[src/rtl/credit_tx_mpi.sv]
// Transmit side of the valid/yummy credit link: buffers upstream flits in a
// local FIFO and forwards one flit per available credit toward the receiver.
module credit_tx_mpi #(
    parameter int DATA_W     = 64,
    parameter int CREDITS    = 4,
    parameter int FIFO_DEPTH = 8
) (
    input  logic                        clk_i,
    input  logic                        rstn_i,
    input  logic                        in_valid_i,
    input  logic [DATA_W-1:0]           in_data_i,
    output logic                        in_ready_o,
    output logic                        valid_o,
    output logic [DATA_W-1:0]           data_o,
    input  logic                        yummy_i,
    output logic [3:0]                  credits_o,
    output logic [$clog2(FIFO_DEPTH):0] fifo_count_o,
    output logic [1:0]                  state_o,
    output logic                        credit_err_o
);

    localparam int AW = $clog2(FIFO_DEPTH);
    localparam int CW = AW + 1;
    localparam logic [3:0]    CRED_MAX = 4'(CREDITS);
    localparam logic [CW-1:0] DEPTH_C  = CW'(FIFO_DEPTH);

    typedef enum logic [1:0] {
        ST_IDLE  = 2'd0,
        ST_SEND  = 2'd1,
        ST_STALL = 2'd2
    } state_e;

    logic [DATA_W-1:0] mem_q [FIFO_DEPTH];
    logic [AW-1:0]     wr_ptr_q, wr_ptr_d;
    logic [AW-1:0]     rd_ptr_q, rd_ptr_d;
    logic [CW-1:0]     count_q, count_d;
    logic [3:0]        credits_q, credits_d;
    logic              err_q, err_d;
    logic              valid_q, valid_d;
    logic [DATA_W-1:0] data_q, data_d;
    state_e            state_q, state_d;

    logic push_s;
    logic send_s;

    // Ready never looks at a same-cycle pop, so a full FIFO stays not-ready.
    assign in_ready_o = (count_q != DEPTH_C);
    assign push_s     = in_valid_i && in_ready_o;
    assign send_s     = (count_q != {CW{1'b0}}) && (credits_q != 4'd0);

    // Flit storage; only occupied entries are ever read, so no reset needed.
    always_ff @(posedge clk_i) begin
        if (push_s) begin
            mem_q[wr_ptr_q] <= in_data_i;
        end
    end

    // FIFO pointer, occupancy and output-flit next-state logic.
    always_comb begin
        wr_ptr_d = wr_ptr_q;
        rd_ptr_d = rd_ptr_q;
        count_d  = count_q;
        valid_d  = 1'b0;
        data_d   = data_q;
        if (push_s) begin
            wr_ptr_d = wr_ptr_q + AW'(1);
        end else begin
            wr_ptr_d = wr_ptr_q;
        end
        if (send_s) begin
            rd_ptr_d = rd_ptr_q + AW'(1);
            valid_d  = 1'b1;
            data_d   = mem_q[rd_ptr_q];
        end else begin
            rd_ptr_d = rd_ptr_q;
            valid_d  = 1'b0;
            data_d   = data_q;
        end
        if (push_s && !send_s) begin
            count_d = count_q + CW'(1);
        end else if (!push_s && send_s) begin
            count_d = count_q - CW'(1);
        end else begin
            count_d = count_q;
        end
    end

    // Credit counter: spend on send, restore on yummy, saturate and flag overflow.
    always_comb begin
        credits_d = credits_q;
        err_d     = err_q;
        if (send_s && !yummy_i) begin
            credits_d = credits_q - 4'd1;
        end else if (!send_s && yummy_i) begin
            if (credits_q == CRED_MAX) begin
                credits_d = credits_q;
                err_d     = 1'b1;
            end else begin
                credits_d = credits_q + 4'd1;
            end
        end else begin
            credits_d = credits_q;
        end
    end

    // Observational state, derived from next-cycle occupancy and credits.
    always_comb begin
        state_d = state_q;
        if (count_d == {CW{1'b0}}) begin
            state_d = ST_IDLE;
        end else if (credits_d != 4'd0) begin
            state_d = ST_SEND;
        end else begin
            state_d = ST_STALL;
        end
    end

    // State register for the FSM.
    always_ff @(posedge clk_i or negedge rstn_i) begin
        if (!rstn_i) begin
            state_q <= ST_IDLE;
        end else begin
            state_q <= state_d;
        end
    end

    // Datapath and accounting registers.
    always_ff @(posedge clk_i or negedge rstn_i) begin
        if (!rstn_i) begin
            wr_ptr_q  <= {AW{1'b0}};
            rd_ptr_q  <= {AW{1'b0}};
            count_q   <= {CW{1'b0}};
            credits_q <= CRED_MAX;
            err_q     <= 1'b0;
            valid_q   <= 1'b0;
            data_q    <= {DATA_W{1'b0}};
        end else begin
            wr_ptr_q  <= wr_ptr_d;
            rd_ptr_q  <= rd_ptr_d;
            count_q   <= count_d;
            credits_q <= credits_d;
            err_q     <= err_d;
            valid_q   <= valid_d;
            data_q    <= data_d;
        end
    end

    assign valid_o      = valid_q;
    assign data_o       = data_q;
    assign credits_o    = credits_q;
    assign fifo_count_o = count_q;
    assign state_o      = state_q;
    assign credit_err_o = err_q;

endmodule

[config.mk]
export PLATFORM = sky130hd
export DESIGN_NAME = credit_tx_mpi
export DESIGN_NICKNAME = d
export VERILOG_FILES = /design/src/rtl/credit_tx_mpi.sv
export SDC_FILE = /design/constraint.sdc
export NUM_CORES = 1
export LEC_CHECK = 0
export ABC_CLOCK_PERIOD_IN_PS = 14200
export CORE_MARGIN = 2
export CORE_UTILIZATION = 49
export DETAILED_ROUTE_END_ITERATION = 16
export DONT_BUFFER_PORTS = 1
export PLACE_DENSITY = 0.67
export SYNTH_ARGS = -nofsm -noshare
export SYNTH_HDL_FRONTEND = slang
export SYNTH_SLANG_ARGS = --single-unit
[constraint.sdc]
create_clock -name clk_i -period 14.2 [get_ports clk_i]
set_input_delay 2.84 -clock clk_i [delete_from_list [all_inputs] [get_ports clk_i]]
set_output_delay 2.84 -clock clk_i [all_outputs]
set_load 0.02 [all_outputs]
==> results of run 1 <==
==> metrics by stage <==
stage	power [mW]	worst slack [ps]	hold slack (ps)	instances	util (%)
2_1_floorplan	3.60	4420	526	1064	-
3_3_place_gp	3.93	9410	613	1625	51.0
3_5_place_dp	3.95	9400	617	1625	51.0
4_1_cts	5.43	9380	631	1730	55.0
5_1_grt	5.62	9320	655	1730	55.0
6_report	5.35	9420	624	1730	55.0
==> registers in the layout, summed over array words and instances, names as in the netlist <==
signal and cells:
data_o 64, credit_err_o 1, state_o 2, rd_ptr_q 3, mem_q 512, valid_o 1
wr_ptr_q 3, fifo_count_o 4, credits_o 4
==> layout make-up <==
type | count | area share [%]
timing repair buffer | 14 | 0.472
clock buffer | 81 | 6.25
clock inverter | 24 | 1.03
inverter | 9 | 0.136
multi-input combinational | 408 | 19.1
sequential | 594 | 70.0
tap | 600 | 3.01
==> layout by cell type, fill, tap and decap left out, drive strengths merged, types with 2 or more instances in the layout <==
cell,n
a211oi,3
a21oi,3
and3,4
buf,14
bufinv,5
clkbuf,81
clkinv,17
dfrtp,81
edfxtp,512
ha,7
inv,11
maj3,2
mux2i,66
mux4,128
nand2,74
nand2b,4
nand3,6
nand3b,3
nand4,2
nor2,4
nor3,8
nor4,2
o21ai,72
xnor2,8
==> routing by layer <==
layer	vias up	track usage, %	share of wire, %
met2	221	29.9	50
met5	-	0	0
li1	4345	-	-
met4	0	4.85	1.6
met3	51	5.08	6.9
met1	5206	24.0	42
==> power groups by stage <==
stage / sequential (mW) / clock, mW / combinational [mW]
5_1_grt: 2.67 / 1.58 / 1.37
3_5_place_dp: 2.68 / 0 / 1.28
3_3_place_gp: 2.66 / 0 / 1.26
4_1_cts: 2.64 / 1.51 / 1.28
2_1_floorplan: 2.56 / 0 / 1.04
6_report: 2.63 / 1.47 / 1.25
==> cells by family (layout without fill, tap and decap cells) <==
logic type               Yosys count  count (layout)  share of synthesized area, %
adder cells (fa/ha/maj)            9               9                         0.480
XOR/XNOR                           9               9                         0.352
AO/OA/AOI/OAI                     86              86                          2.13
AND/OR/NAND/NOR                  109             109                          2.18
buffers and inverters             62             128                          1.20
flip-flops                       594             594                          77.8
multiplexers                     195             195                          15.9
==> final timing paths <==
| kind | depth (start not counted) | endpoint |
|---|---|---|
| min in group asynchronous | 0 | wr_ptr_q[1]$_DFFE_PN0P_ |
| min | 2 | data_o[16]$_DFFE_PN0P_ |
| min reg2reg | 2 | data_o[16]$_DFFE_PN0P_ |
| max | 3 | in_ready_o |
| max reg2reg | 11 | state_o[1]$_DFF_PN0_ |
| max in group asynchronous | 0 | credits_o[2]$_DFF_PN1_ |
==> worst max-delay path: stages (launching register included) <==
cell and delay (ps):
dfrtp_1 550, inv_1 160, ha_1 270, nand3b_1 350
==> qor.yml, run 1 <==
yosysUniqueCellTypes: 41
grt_usage_pct: 18.1
required_ps: 11360
placed_area_um2: 23100
io_pins: 145
maxSlewHeadroom_pct: 23.2
wl_per_cell_um: 24.1
fin_crit_sh_pct: 33.7
swShare_pct: 30.7
synth_area_um2: 22400
hold_path_class: "register to register"
dieArea_um2: 47400
synthArstFlopShare_pct: 13.8
criticalPathCategory: "register to output pin"
ant_nets: 0
power_frac_seq_pct: 49.2
dr.pass1.iters: 7
startpoint: "fifo_count_o[1]$_DFF_PN0_"
fin_area_um2: 24900
period_minus_slack_ps: 4780
ys_warn_count: 0
route.vias.total: 9823
ff2ff_setup_slack_ps: 10420
syn_inst: 1064
grt_max_degree: 97
clk_path_buf_depth: 3
synth_most_common_cell: "edfxtp_1"
tns_ps: 0
post_cts_buffers: 0
place.gp.congestion: 0.761
clk_latency_ps: 600
rows: 78
totalWireLength_um: 41700
r2r-start: "credits_o[1]$_DFF_PN0_"
grt_pass1_vias: 10500
fill_cells: 3419
outcome: "completed"
cts_tree: "yes"
hold_viol: 0
area_growth_pct: 11.2
drv_cap: 0
drcViolationCount: 0
clkPwrFrac_pct: 27.5
worstPathMaxFanout: 6
synth_seq_cells: 594
die_width_um: 218
via_per_inst: 5.68
leakagePower_nw: 8.16
p_sw_mw: 1.64
holdBufCountCts: 0
syn_avg_cell_area_um2: 21.1
htree_levels: 2
grt_overflow: 0
synth_top_area_share_pct: 68.6
p_per_area_nw_per_um2: 215
start_kind: "register"
fp.coreArea_um2: 45300
register_area_um2: 17400
hold_start: "data_o[16]$_DFFE_PN0P_"
numCtsBuffers: 56
crit_arrival_ps: 1940
worstSetupEndpointType: "output pin"
cts_root_buffer: "clkbuf_16"
initial_utilization_pct: 49.5
diodes: 0
num-nets-final: 1158
p_int_mw: 3.71
antenna_found_initial: 0
hpwl_um: 22000
irDropWorstVdd_mv: 0.162
rsz0062_at_grt: "no"
grt_first_pass_wirelength_um: 64200
pwr-share-comb_pct: 23.3
synth_top_cell_by_area: "edfxtp_1"
path_clk_slew_ps: 60
cts.sink_count: 594
finalMaxSlewViolations: 0
drtIter0Drc: 724
syn_nets: 1139
cts_resized: 0
synth-seq-area-share_pct: 77.8
synthTopCellsByCount: "edfxtp_1 (512), mux4_2 (128), dfrtp_1 (81)"
finalSetupViolations: 0
synth.area.top_cells: "edfxtp_1 (69%), mux4_2 (13%), dfrtp_1 (9.0%)"
die_height_um: 218
synth-edff-count: 512
drive_gt1_share_pct: 21.2
port_buffers: 0
multiInputGateArea_um2: 4760
synth_flop_cell: "edfxtp_1"
worst_pin_slew_ps: 1150
skew_ps: 17.9
fmaxAchievable_ghz: 0.209
Power figures use the tool's default switching activity.
==> inputs of run 2 (changes only) <==
Settings changed: ABC_CLOCK_PERIOD_IN_PS 14200 to 4330, PLACE_DENSITY 0.67 to 0.69.
Clock period 14.2 ns to 4.33 ns, I/O delays scaled along.
==> run 2 against run 1 <==
  * Sequential cell count stayed put
  * Final cell count up 0.40%
  * Largest power group unchanged
  * Via count increased by 1.1%
  * Sequential power rose to 3.3 times the previous value
  * Combinational power increased to 3.3 times the previous value
  * Core utilization increased by 0.19 points
  * Register-to-register slack got worse by 9200 ps
  * Sequential share of layout area is 0.24 points lower
  * Non-clock buffer count grew 10
  * Clock skew down 6.9 ps
==> qor.yml, run 2 (synthesis results as in run 1) <==
finalSetupViolations: 0
hold_viol: 0
dieArea_um2: 47400
period_minus_slack_ps: 3080
fin_crit_sh_pct: 71.1
tns_ps: 0
dr.pass1.iters: 4
skew_ps: 11.0
register_area_um2: 17400
grt_usage_pct: 18.0
clk_latency_ps: 590
htree_levels: 2
leakagePower_nw: 8.18
outcome: "completed"
drv_cap: 0
cts_tree: "yes"
holdBufCountCts: 1
rsz0062_at_grt: "no"
diodes: 0
grt_overflow: 0
finalPower_mw: 17.4
cts_resized: 0
mostFrequentLayoutCells: "edfxtp_1 (512), mux4_2 (128), dfrtp_1 (78)"
clk_path_buf_depth: 3
drtIter0Drc: 747
power_frac_seq_pct: 50.2
die_height_um: 218
start_kind: "register"
wl_per_cell_um: 24.2
swShare_pct: 31.1
final_common_cell: "edfxtp_1"
initial_utilization_pct: 49.5
drive_gt1_share_pct: 21.4
finalMaxSlewViolations: 0
place.gp.congestion: 0.767
port_buffers: 0
drcViolationCount: 0
via_per_inst: 5.72
fill_cells: 3332
area_growth_pct: 11.6
worstPathMaxFanout: 34
ff2ff_setup_slack_ps: 1250
required_ps: 4540
setup_ws_ps: 1250
pwr-share-comb_pct: 23.7
cts_root_buffer: "clkbuf_16"
grt_max_degree: 82
criticalPathCategory: "register to register"
num-nets-final: 1168
worst_pin_slew_ps: 1070
fin_area_um2: 25000
totalWireLength_um: 42000
maxSlewHeadroom_pct: 28.7
post_cts_buffers: 0
worstSetupEndpointType: "register"
p_sw_mw: 5.40
ant_nets: 0
placed_area_um2: 23300
hold-worst-slack_ps: 113
irDropWorstVdd_mv: 0.403
crit_arrival_ps: 3290
antenna_found_initial: 0
path_clk_slew_ps: 60
die_width_um: 218
multiInputGateArea_um2: 4790
post-place-ws_ps: 1300
p_per_area_nw_per_um2: 695
route.vias.total: 9929
grt_first_pass_wirelength_um: 63300
clkPwrFrac_pct: 26.1
io_pins: 145
fmaxAchievable_ghz: 0.325
numCtsBuffers: 56
rows: 78
largest_reg_flops: 512
fp.coreArea_um2: 45300
hold_path_class: "input pin to asynchronous set/reset pin"
largest_register: "mem_q"
grt_pass1_vias: 10300
hpwl_um: 23600
cts.sink_count: 594
p_int_mw: 12.0
-- run 2: power by group through the flow --
| stage | Combinational, mW | Clock, mW | Sequential, mW |
|---|---|---|---|
| after global routing | 4.50 | 4.88 | 8.87 |
| after detailed placement | 4.17 | 0 | 8.87 |
| after floorplan | 3.42 | 0 | 8.35 |
| after global placement | 4.11 | 0 | 8.82 |
| final | 4.11 | 4.54 | 8.72 |
| after CTS | 4.21 | 4.66 | 8.76 |
-- run 2: per-layer routing --
layer	wire [um]	up-vias	global-route usage [%]
met2	20700	238	29.4
li1	-	4368	-
met3	2880	58	4.99
met1	17500	5265	23.8
met4	918	0	5.40
met5	0	-	0
-- run 2: stage by stage --
step                util (%)  std cells
floorplan                  -       1064
global placement        51.4       1634
detailed placement      51.4       1634
CTS                     55.2       1737
global route            55.2       1737
finish                  55.2       1737
-- run 2: layout make-up --
cell class | count | share of cell area [%]
Multi-Input combinational cell | 408 | 19.2
Inverter | 9 | 0.135
Tap cell | 600 | 3.00
Timing Repair Buffer | 24 | 1.15
Clock buffer | 76 | 6.07
Clock inverter | 26 | 0.701
Sequential cell | 594 | 69.8
-- run 2: worst paths after layout --
path                                      endpoint                       from  cells after the start
min in group clk_i          mem_q[5][35]$_DFFE_PP_              in_data_i[35]                      0
max in group asynchronous  rd_ptr_q[0]$_DFFE_PN0P_                     rstn_i                      1
setup / recovery            mem_q[3][13]$_DFFE_PP_  fifo_count_o[0]$_DFF_PN0_                      6
hold reg to reg             data_o[63]$_DFFE_PN0P_     data_o[63]$_DFFE_PN0P_                      2
setup reg to reg            mem_q[3][13]$_DFFE_PP_  fifo_count_o[0]$_DFF_PN0_                      6
hold / removal              credits_o[2]$_DFF_PN1_                     rstn_i                      0
-- run 2: worst max-delay path, stage by stage, from the launching register on --
cell and delay (ps):
dfrtp_1 570, inv_1 140, ha_1 280, nand3b_1 330, nand2_1 500, nor3_4 320, buf_4 500
